===== src/rtl/div_pkg.sv =====
// div_pkg: shared state encoding and sizing constants for seq_divider.
package div_pkg;
  localparam int DEF_WIDTH = 32;
  localparam int CNT_W = $clog2(DEF_WIDTH + 1);
  typedef enum logic [1:0] {IDLE, CALC, FIX} state_t;
endpackage


===== src/rtl/div_step.sv =====
// div_step: one restoring-division step on the {rem, quo} pair.
module div_step #(
  parameter int WIDTH = 32
) (
  input  logic [WIDTH-1:0] rem,
  input  logic [WIDTH-1:0] quo,
  input  logic [WIDTH-1:0] dvs,
  output logic [WIDTH-1:0] rem_nxt,
  output logic [WIDTH-1:0] quo_nxt
);
  logic [WIDTH:0] sh, trial;
  assign sh = {rem, quo[WIDTH-1]};
  assign trial = sh - {1'b0, dvs};
  assign rem_nxt = trial[WIDTH] ? sh[WIDTH-1:0] : trial[WIDTH-1:0];
  assign quo_nxt = {quo[WIDTH-2:0], ~trial[WIDTH]};
endmodule


===== src/rtl/seq_divider.sv =====
// seq_divider: multicycle signed restoring divider, remainder to HI and quotient to LO.
// Defining SEQ_DIVIDER_DIVU_EN adds the is_unsigned input for DIVU.
module seq_divider
  import div_pkg::*;
#(
  parameter int WIDTH = DEF_WIDTH
) (
  input  logic             clk,
  input  logic             reset,
  input  logic             start,
  input  logic [WIDTH-1:0] a_in,
  input  logic [WIDTH-1:0] b_in,
`ifdef SEQ_DIVIDER_DIVU_EN
  input  logic             is_unsigned,
`endif
  output logic [WIDTH-1:0] hi_out,
  output logic [WIDTH-1:0] lo_out,
  output logic             busy,
  output logic             done,
  output logic             div0
);
  localparam int CW = $clog2(WIDTH + 1);
  state_t state, state_nxt;
  logic [WIDTH-1:0] rem, quo, dvs, rem_nxt, quo_nxt, a_mag, b_mag;
  logic [CW-1:0] cnt;
  logic q_neg, r_neg, uns, go;
`ifdef SEQ_DIVIDER_DIVU_EN
  assign uns = is_unsigned;
`else
  assign uns = 1'b0;
`endif
  // Magnitudes wrap for the most negative value, which still divides correctly as unsigned.
  assign a_mag = (!uns && a_in[WIDTH-1]) ? -a_in : a_in;
  assign b_mag = (!uns && b_in[WIDTH-1]) ? -b_in : b_in;
  assign go = state == IDLE && start;
  assign busy = state != IDLE;
  div_step #(.WIDTH(WIDTH)) u_step (
    .rem(rem),
    .quo(quo),
    .dvs(dvs),
    .rem_nxt(rem_nxt),
    .quo_nxt(quo_nxt)
  );
  always_ff @(posedge clk or negedge reset)
    if (!reset) state <= IDLE;
    else state <= state_nxt;
  always_comb begin
    state_nxt = state;
    state_nxt = state == IDLE ? ((start && |b_in) ? CALC : IDLE) :
                state == CALC ? ((cnt == CW'(1)) ? FIX : CALC) : IDLE;
  end
  always_ff @(posedge clk or negedge reset)
    if (!reset) begin
      rem <= '0;
      quo <= '0;
      dvs <= '0;
      cnt <= '0;
      q_neg <= 1'b0;
      r_neg <= 1'b0;
      hi_out <= '0;
      lo_out <= '0;
      done <= 1'b0;
      div0 <= 1'b0;
    end else begin
      done <= state == FIX;
      div0 <= go && ~|b_in;
      if (go && |b_in) begin
        rem <= '0;
        quo <= a_mag;
        dvs <= b_mag;
        cnt <= CW'(WIDTH);
        q_neg <= !uns && (a_in[WIDTH-1] ^ b_in[WIDTH-1]);
        r_neg <= !uns && a_in[WIDTH-1];
      end else if (state == CALC) begin
        rem <= rem_nxt;
        quo <= quo_nxt;
        cnt <= cnt - CW'(1);
      end else if (state == FIX) begin
        lo_out <= q_neg ? -quo : quo;
        hi_out <= r_neg ? -rem : rem;
      end
    end
endmodule


===== config.mk =====
export PLATFORM = sky130hd
export DESIGN_NAME = seq_divider
export DESIGN_NICKNAME = d
export VERILOG_FILES = /design/src/rtl/div_pkg.sv /design/src/rtl/div_step.sv /design/src/rtl/seq_divider.sv
export SDC_FILE = /design/constraint.sdc
export NUM_CORES = 1
export LEC_CHECK = 0
export ABC_AREA = 0
export CORE_UTILIZATION = 57
export DETAILED_ROUTE_END_ITERATION = 10
export PLACE_DENSITY_LB_ADDON = 0.08
export SETUP_SLACK_MARGIN = 0.15
export SLEW_MARGIN = 30
export SYNTH_ARGS = -nofsm -noshare
export SYNTH_HDL_FRONTEND = slang
export SYNTH_SLANG_ARGS = --single-unit

===== constraint.sdc =====
create_clock -name clk -period 4.45 [get_ports clk]
set_input_delay 0.445 -clock clk [delete_from_list [all_inputs] [get_ports clk]]
set_output_delay 0.445 -clock clk [all_outputs]
set_load 0.02 [all_outputs]

== Yosys cells after proc, flatten, opt, wreduce, memory -nomap -nowiden ==
Index checks and enable logic that the tools add are counted.

* $mul: 0
* Equal/unequal tests: 3
* $lt $le $gt $ge: 0
* Bitwise logic cells: 4
* Div/mod/pow operators: 0
* Reduce and logical (&&, ||, !) cells: 10
* Muxes and demuxes: 15
* $add $sub $neg: 6
* Shift operators: 0

{| class="wikitable"
|+ Operator list
! cell !! count
|-
| $mux W32 || 9
|-
| $neg A32 Y32 || 4
|-
| $sub A33 B32 Y33 || 1
|-
| $reduce_or A32 Y1 || 1
|-
| $mux W6 || 2
|-
| $eq A6 B1 Y1 const B || 1
|-
| $mux W2 || 3
|-
| $sub A6 B1 Y6 const B || 1
|-
| $logic_and A1 B1 Y1 || 4
|-
| $reduce_bool A2 Y1 || 2
|-
| $not A1 Y1 || 3
|-
| $reduce_and A3 Y1 || 1
|-
| $eq A2 B1 Y1 const B || 1
|-
| $eq A2 B2 Y1 const B || 1
|-
| $logic_not A2 Y1 || 1
|-
| $logic_not A1 Y1 || 1
|-
| $mux W1 || 1
|-
| $xor A1 B1 Y1 || 1
|}

* Bits in read-only memories: 0
* Bits in writable memories: 0
* Latch bits: 0
* Register bits: 172
* Word-level logic and storage cells: 49
* Memories: 0
* Bits of input ports: 67
* Output and inout bits: 67

== Logic depth before layout (Yosys ltp) ==
Gate-level depths: netlist of run 1.

* Depth after elaboration: 5
* Depth in mapped cells: 13
* Gate-level depth less buffers: 12

== Modules after synthesis ==
A second synthesis of run 1 with hierarchy kept.

* Cell total of the unflattened synthesis: 1312
* Area, all modules: 11893.9 um2

{| class="wikitable"
|+ Modules (own cells, without submodules)
! module !! cells each !! area each (um2) !! seq. area each (um2) !! times used
|-
| seq_divider || 970 || 9405.3 || 4304.1 || 1
|-
| div_step || 342 || 2488.6 || 0.0 || 1
|}

== Worst setup path before layout of run 1 ==
OpenSTA, ideal clock, no wires.

* Path kind: flip-flop to flip-flop
* Start point: reg rem[4]
* End point: reg hi_out[29]
* Cell stages (with the launch flop): 10
* Arrival: 3537 ps
* Library setup time: 121 ps
* Setup slack: 792 ps
* Path buffers: 0
* Clock period less this slack: 3658 ps
* Data required time: 4329 ps
* Cells stage by stage: dfrtp_1 > or4_4 > or4_4 > or3_1 > or4_4 > or4_4 > or4_4 > o41ai_2 > xor2_1 > o21ai_1

* Longest elaborated chain between the ends: 2

{| class="wikitable"
|+ Ends and longest elaborated chain
! item !! line !! source
|-
| from (decl) || seq_divider.sv:24 || <nowiki>logic [WIDTH-1:0] rem, quo, dvs, rem_nxt, quo_nxt, a_mag, b_mag;</nowiki>
|-
| from (signal assigned) || seq_divider.sv:75 || <nowiki>rem <= rem_nxt;</nowiki>
|-
| $neg A32 Y32 || seq_divider.sv:80 || <nowiki>hi_out <= r_neg ? -rem : rem;</nowiki>
|-
| $mux W32 || seq_divider.sv:80 ||
|-
| to (signal assigned) || seq_divider.sv:80 ||
|-
| to (decl) || seq_divider.sv:16 || <nowiki>output logic [WIDTH-1:0] hi_out,</nowiki>
|}

No other way between the ends.
A chain may end at the register's enable or synchronous reset.

== Worst setup path after layout of run 1 ==
* Start point: reg rem[4]
* End point: reg hi_out[28]

Same word-level chain as after synthesis.

==> results.yml, run 1 <==
logic_synthesis:
  synth_fp_nets: 1374
  synth_cell_type_count: 60
  syn-mean-instance-area_um2: 8.68
  synth_area_um2: 11000
  synthesis.instances: 1268
  yosysWarningCount: 0
  ys_seq_area_share_pct: 39.1
  ys_seq_elements: 172
  synthTopCellsByArea: "dfrtp_1 (39%), o21ai_0 (8.4%), xor2_1 (8.1%), nand2_1 (6.0%), ha_1 (4.3%)"
  synth_edf_count: 0
  async_flop_share_pct: 100
  synth_top_cell_by_area: "dfrtp_1"
  synth_top_area_share_pct: 39.1
  ys.flop_type: "dfrtp_1"
clocking:
  htreeDepth: 4
  path_clk_slew_ps: 70
  post_cts_buffers: 0
  cts_buffers: 17
  cts_sinks: 172
  clk_path_buf_depth: 2
  cts_resized: 0
  clk_latency_ps: 430
  cts_tree: "yes"
  clockRootBuffer: "clkbuf_16"
power:
  switching_share_pct: 23.8
  powerDensity_nw_per_um2: 239
  p_seq_share_pct: 49.6
  ir_drop_mv: 0.233
  power.share.clock_pct: 44.1
  combPwrFrac_pct: 6.3
  power_switching_uw: 749
  p_leak_nw: 5.57
  p_int_mw: 2.40
critical_path:
  worstPathRequired_ps: 4740
  path_class: "flip-flop to flip-flop"
  cp_max_fo: 7
  start_kind: "flip-flop"
  slowest_stage: "or4_4"
  cp_common_cell: "or4_4"
  worstPathArrival_ps: 4210
  cp_cell_sequence: "or4_4, or4_4, or3_1, or4_1, or4_4, or4_4, o31ai_2, xor2_1, o21ai_1"
  r2r_cells: 9
  cpPeakStageDelay_ps: 580
  crit_path_end_kind: "flip-flop"
drt:
  dr.first_iter.drc_count: 662
  drt-vias-per-instance: 5.73
  wirelength_mm: 25.5
  drt-pass1-iter-count: 5
  drcViolationCount: 0
  routedWlPerCell_um: 15.5
  ant_nets: 0
  via_count: 9412
cells_and_area:
  fill_cells: 1550
  areaGrowthSynthToFinish_pct: 19.5
  drive_above_1_share_pct: 5.49
  fin_cells: 1644
  layout.nets: 1477
  insertedDiodeCount: 0
  finalInstanceArea_um2: 13200
flow_run:
  cap_violations: 0
floorplan:
  num_rows: 50
  io_pins: 134
  coreArea_um2: 18800
  dieArea_um2: 19900
  die_w_um: 141
  start_util_pct: 58.4
  floorplan.die.height_um: 141
sta:
  finalMaxSlewViolations: 0
  period_share_pct: 88.1
  clock.fmax_mhz: 255
  period_needed_ps: 3920
  rsz0062_at_grt: "no"
  tightest_slew_ps: 911
  skew_ps: 8.25
  setup_tns_ps: 0
  finalSetupViolCount: 0
  holdWs_ps: 442
  relSlewSlack_pct: 39.3
  hold_viol: 0
grt:
  grt_first_pass_wirelength_mm: 43.0
  grt.total_usage_pct: 26.8
  gr-total-overflow: 0
  grt_pass1_vias: 8602
  antenna_found_initial: 0
  grt_max_degree: 97
placed_design:
  hpwl_mm: 18.9
  dpl.cell_count: 1610
  portBuffers: 133
  placed_area_um2: 12600
  gp_congestion: 0.900
outcome:
  run_status: "complete, no violations"
min_path:
  hold_class: "input pin to asynchronous set/reset pin"
==> sequential cells by signal (all words and copies together) (netlist names), 2 cells and up <==
name / count
cnt: 6
dvs: 32
hi_out: 32
lo_out: 32
quo: 32
rem: 32
state: 2
==> cells by family after synthesis <==
logic type / after synthesis / share of synthesized area [%]
buffers and inverters: 121 / 4.41
adder cells (fa/ha/maj): 39 / 4.50
AO/OA/AOI/OAI: 375 / 21.2
XOR/XNOR: 146 / 11.6
AND/OR/NAND/NOR: 387 / 16.6
flip-flops: 172 / 39.1
multiplexers: 28 / 2.55
==> path summary, 6_finish.rpt <==
path,endpoint,slack [ps],start
hold / removal,hi_out[4]$_DFFE_PN0P_,440,reset
hold reg to reg,hi_out[20]$_DFFE_PN0P_,480,hi_out[20]$_DFFE_PN0P_
max in group asynchronous,dvs[27]$_DFFE_PN0P_,3330,reset
setup reg to reg,hi_out[28]$_DFFE_PN0P_,530,rem[4]$_DFFE_PN0P_
min in group clk,hi_out[20]$_DFFE_PN0P_,480,hi_out[20]$_DFFE_PN0P_
setup / recovery,hi_out[28]$_DFFE_PN0P_,530,rem[4]$_DFFE_PN0P_
==> metal layers <==
| layer | wire [µm] | track usage, % |
|---|---|---|
| met5 | 0 | 0 |
| met4 | 235 | 7.04 |
| met3 | 1390 | 4.48 |
| met2 | 10900 | 39.7 |
| met1 | 13000 | 40.7 |
==> through the flow <==
| step | setup slack, ps | total power [mW] | util, % |
|---|---|---|---|
| after global routing | 272 | 3.25 | 69.8 |
| final | 528 | 3.15 | 69.8 |
| after global placement | 571 | 1.79 | 66.7 |
| after floorplan | 792 | 1.66 | - |
| after detailed placement | 453 | 1.79 | 66.7 |
| after CTS | 531 | 3.17 | 69.6 |
==> layout by cell type (no fill, tap or decap), types with 16 or more instances in the layout <==
cell	synthesis	final
clkbuf_16	0	17
or4_1	16	16
ha_1	38	38
a21oi_1	42	42
nand3_1	31	31
a22oi_1	16	16
inv_1	52	52
clkdlybuf4s50_1	0	132
mux2i_1	28	28
nor2_1	70	67
o21ai_0	184	184
nand2_1	176	176
a221o_1	16	16
xnor2_1	44	44
xor2_1	102	102
dfrtp_1	172	172
a21o_1	19	19
o31ai_1	32	32
==> power by group through the flow <==
stage | Clock (mW) | Combinational (mW) | Sequential, mW
CTS | 1.41 | 0.198 | 1.56
detailed placement | 0 | 0.197 | 1.59
global placement | 0 | 0.195 | 1.59
finish | 1.39 | 0.198 | 1.56
floorplan | 0 | 0.0706 | 1.59
global route | 1.47 | 0.221 | 1.56
==> final cells by class <==
| cell class | count | area [µm²] | share of cell area (%) |
|---|---|---|---|
| multi-input combinational | 975 | 6230 | 47.4 |
| clock buffer | 19 | 443 | 3.37 |
| tap | 260 | 325 | 2.47 |
| inverter | 52 | 195 | 1.48 |
| clock inverter | 13 | 109 | 0.828 |
| timing repair buffer | 153 | 1540 | 11.7 |
| sequential | 172 | 4300 | 32.7 |
==> critical path: cells and delay by family, from the launching register on <==
family	cells	cell delay, ps
AOI/OAI and AO/OA	2	290
xor gates and xnor gates	1	190
DFF	1	490
and+or+nand+nor	6	2830
==> timing repair <==
item	in CTS	in global routing
hold buffers	0	1
hold endpoints to repair	0	23
endpoints found under the setup margin	0	0
==> cells in the mapped netlist (19+ instances only) <==
cell type  count
clkbuf_1      64
mux2i_1       28
a21o_1        19
ha_1          38
o21ai_0      184
dfrtp_1      172
nand3_1       31
xnor2_1       44
o31ai_1       32
xor2_1       102
inv_1         52
nor2_1        70
nand2_1      176
a21oi_1       42
(Power assumes the default switching activity.)
==> run 2, diff against run 1 <==
--- a/config.mk
+++ b/config.mk
@@ -9,4 +9,5 @@
 export CORE_UTILIZATION = 57
 export DETAILED_ROUTE_END_ITERATION = 10
+export GPL_ROUTABILITY_DRIVEN = 0
 export PLACE_DENSITY_LB_ADDON = 0.08
 export SETUP_SLACK_MARGIN = 0.15
==> constraint.sdc (replaced) <==
create_clock -name clk -period 4.45 [get_ports clk]
set_input_delay 0.445 -clock clk [delete_from_list [all_inputs] [get_ports clk]]
set_output_delay 0.445 -clock clk [all_outputs]
set_load 0.05 [all_outputs]
==> run 2 against run 1 <==
Compared with the run above: sequential share of layout area barely moved; power rose by 3.5%; design area barely moved; global-route usage fell by 0.35 points; fmax fell by 0.78%; via count fell by 0.27%; final cell count fell by 0.30%; critical endpoint is now rem[19]$_DFFE_PN0P_; largest power group unchanged.
==> results.yml, run 2 (synthesis results as in run 1) <==
outcome:
  run_status: "complete, no violations"
drt:
  drt-vias-per-instance: 5.73
  wl_met1_mm: 12.7
  ant_nets: 0
  drt-pass1-iter-count: 5
  via_count: 9387
  wl_met2_mm: 10.9
  routedWlPerCell_um: 15.4
  dr.max_layer_used: "met4"
  drcViolationCount: 0
  wirelength_mm: 25.2
  dr.first_iter.drc_count: 657
  wl_met3_mm: 1.30
power:
  powerDensity_nw_per_um2: 248
  p_seq_share_pct: 48.0
  switching_share_pct: 21.7
  p_leak_nw: 5.57
  power_switching_uw: 708
  power.share.clock_pct: 46.1
  power_mw: 3.26
  p_int_mw: 2.55
  combPwrFrac_pct: 6.0
  ir_drop_mv: 0.248
sta:
  clock.fmax_mhz: 253
  skew_ps: 7.25
  rsz0062_at_grt: "no"
  period_needed_ps: 3950
  period_share_pct: 88.8
  setup_tns_ps: 0
  hold_viol: 0
  finalWorstSetupSlack_ps: 497
  tightest_slew_ps: 938
  relSlewSlack_pct: 37.4
  finalSetupViolCount: 0
  finalMaxSlewViolations: 0
critical_path:
  slowest_stage: "a21boi_0"
  worstReg2RegStart: "rem[4]$_DFFE_PN0P_"
  worstPathArrival_ps: 4240
  cp_max_fo: 22
  cp_cell_sequence: "ha_1, a21o_1, a211o_1, o22ai_1, o21ai_0, a21boi_0, mux2i_1, nor2_2, buf_12, mux2i_1, o21ai_0"
  r2r_cells: 11
  reg2reg_to: "rem[19]$_DFFE_PN0P_"
  crit_path_end_kind: "flip-flop"
  path_class: "flip-flop to flip-flop"
  crit_end: "rem[19]$_DFFE_PN0P_"
  start_kind: "flip-flop"
  worstPathRequired_ps: 4740
  critPathLaunch: "rem[4]$_DFFE_PN0P_"
  cpPeakStageDelay_ps: 630
  rrSetupSlack_ps: 500
clocking:
  cts_sinks: 172
  cts_resized: 0
  htreeDepth: 4
  clk_path_buf_depth: 2
  post_cts_buffers: 0
  holdBufCountCts: 0
  cts_tree: "yes"
  path_clk_slew_ps: 70
  clk_latency_ps: 430
  cts_buffers: 17
  clockRootBuffer: "clkbuf_16"
placed_design:
  hpwl_mm: 18.7
  portBuffers: 133
  pre_cts_ws_ps: 491
floorplan:
  start_util_pct: 58.4
  die_w_um: 141
  coreArea_um2: 18800
  floorplan.die.height_um: 141
  io_pins: 134
  num_rows: 50
  dieArea_um2: 19900
cells_and_area:
  layout.nets: 1472
  areaGrowthSynthToFinish_pct: 19.4
  multi_input_area_um2: 6230
  final_cell_mix: "o21ai_0 (184), nand2_1 (176), dfrtp_1 (172)"
  insertedDiodeCount: 0
  seqCellArea_um2: 4300
  drive_above_1_share_pct: 5.00
  final_common_cell: "o21ai_0"
  fill_cells: 1520
grt:
  grt_max_degree: 96
  antenna_found_initial: 0
  grt_pass1_vias: 8528
  grt.total_usage_pct: 26.5
  gr-total-overflow: 0
  grt_first_pass_wirelength_mm: 42.2
min_path:
  hold_class: "input pin to asynchronous set/reset pin"
flow_run:
  cap_violations: 0
## run 2: changes by cell type in the layout (fill, tap and decap cells not counted), sizes merged
cell,before,now
clkbuf,19,21
dlygate4sd3,1,0
inv,57,53
buf,20,16
bufinv,0,3
clkinvlp,3,2
## run 2: worst max-delay path: cells and delay by family (launching register included)
kind / cells / cell delay (ps)
fa+ha+maj: 1 / 410
buf+inv: 1 / 250
flops: 1 / 480
compound gates: 6 / 1810
mux: 2 / 450
simple gates: 1 / 390
## run 2: final cells by class
| class | instances | share of cell area [%] |
|---|---|---|
| Inverter | 52 | 1.49 |
| Timing Repair Buffer | 148 | 11.4 |
| Clock buffer | 21 | 3.43 |
| Multi-Input combinational cell | 975 | 47.4 |
| Sequential cell | 172 | 32.7 |
| Tap cell | 260 | 2.48 |
| Clock inverter | 11 | 1.09 |
## run 2: power groups by stage
| stage | combinational, mW | sequential (mW) | clock [mW] |
|---|---|---|---|
| final | 0.194 | 1.56 | 1.50 |
| after global routing | 0.218 | 1.56 | 1.59 |
| after CTS | 0.197 | 1.56 | 1.52 |
| after detailed placement | 0.197 | 1.59 | 0 |
| after global placement | 0.195 | 1.59 | 0 |
| after floorplan | 0.0706 | 1.59 | 0 |
## run 2: worst min-delay path by stage
stage	startpoint	endpoint	slack [ps]	depth (start not counted)
finish	reset	hi_out[11]$_DFFE_PN0P_	110	1
CTS	reset	hi_out[11]$_DFFE_PN0P_	140	1
floorplan	reset	cnt[0]$_DFFE_PN0P_	150	0
detailed placement	hi_out[25]$_DFFE_PN0P_	hi_out[25]$_DFFE_PN0P_	470	2
global placement	hi_out[22]$_DFFE_PN0P_	hi_out[22]$_DFFE_PN0P_	460	2
global route	reset	hi_out[4]$_DFFE_PN0P_	180	1
## run 2: metal layers
| layer | global-route usage, % | vias up |
|---|---|---|
| met1 | 40.1 | 4385 |
| met3 | 3.97 | 20 |
| met5 | 0 | - |
| li1 | - | 4711 |
| met4 | 6.41 | 0 |
| met2 | 39.7 | 271 |
## run 2: per-stage QoR
stage	instances	area (µm²)	hold WS (ps)	utilization [%]
3_5_place_dp	1607	12600	469	66.7
3_3_place_gp	1607	12600	460	66.7
5_1_grt	1639	13100	181	69.8
4_1_cts	1639	13100	137	69.8
6_report	1639	13100	113	69.8
2_1_floorplan	1268	11000	149	-
==> run 3, diff against run 2 <==
GPL_ROUTABILITY_DRIVEN = not set   (was 0)
==> results of run 3 <==
The final DEF is identical to that of run 1; final timing and power are the same.
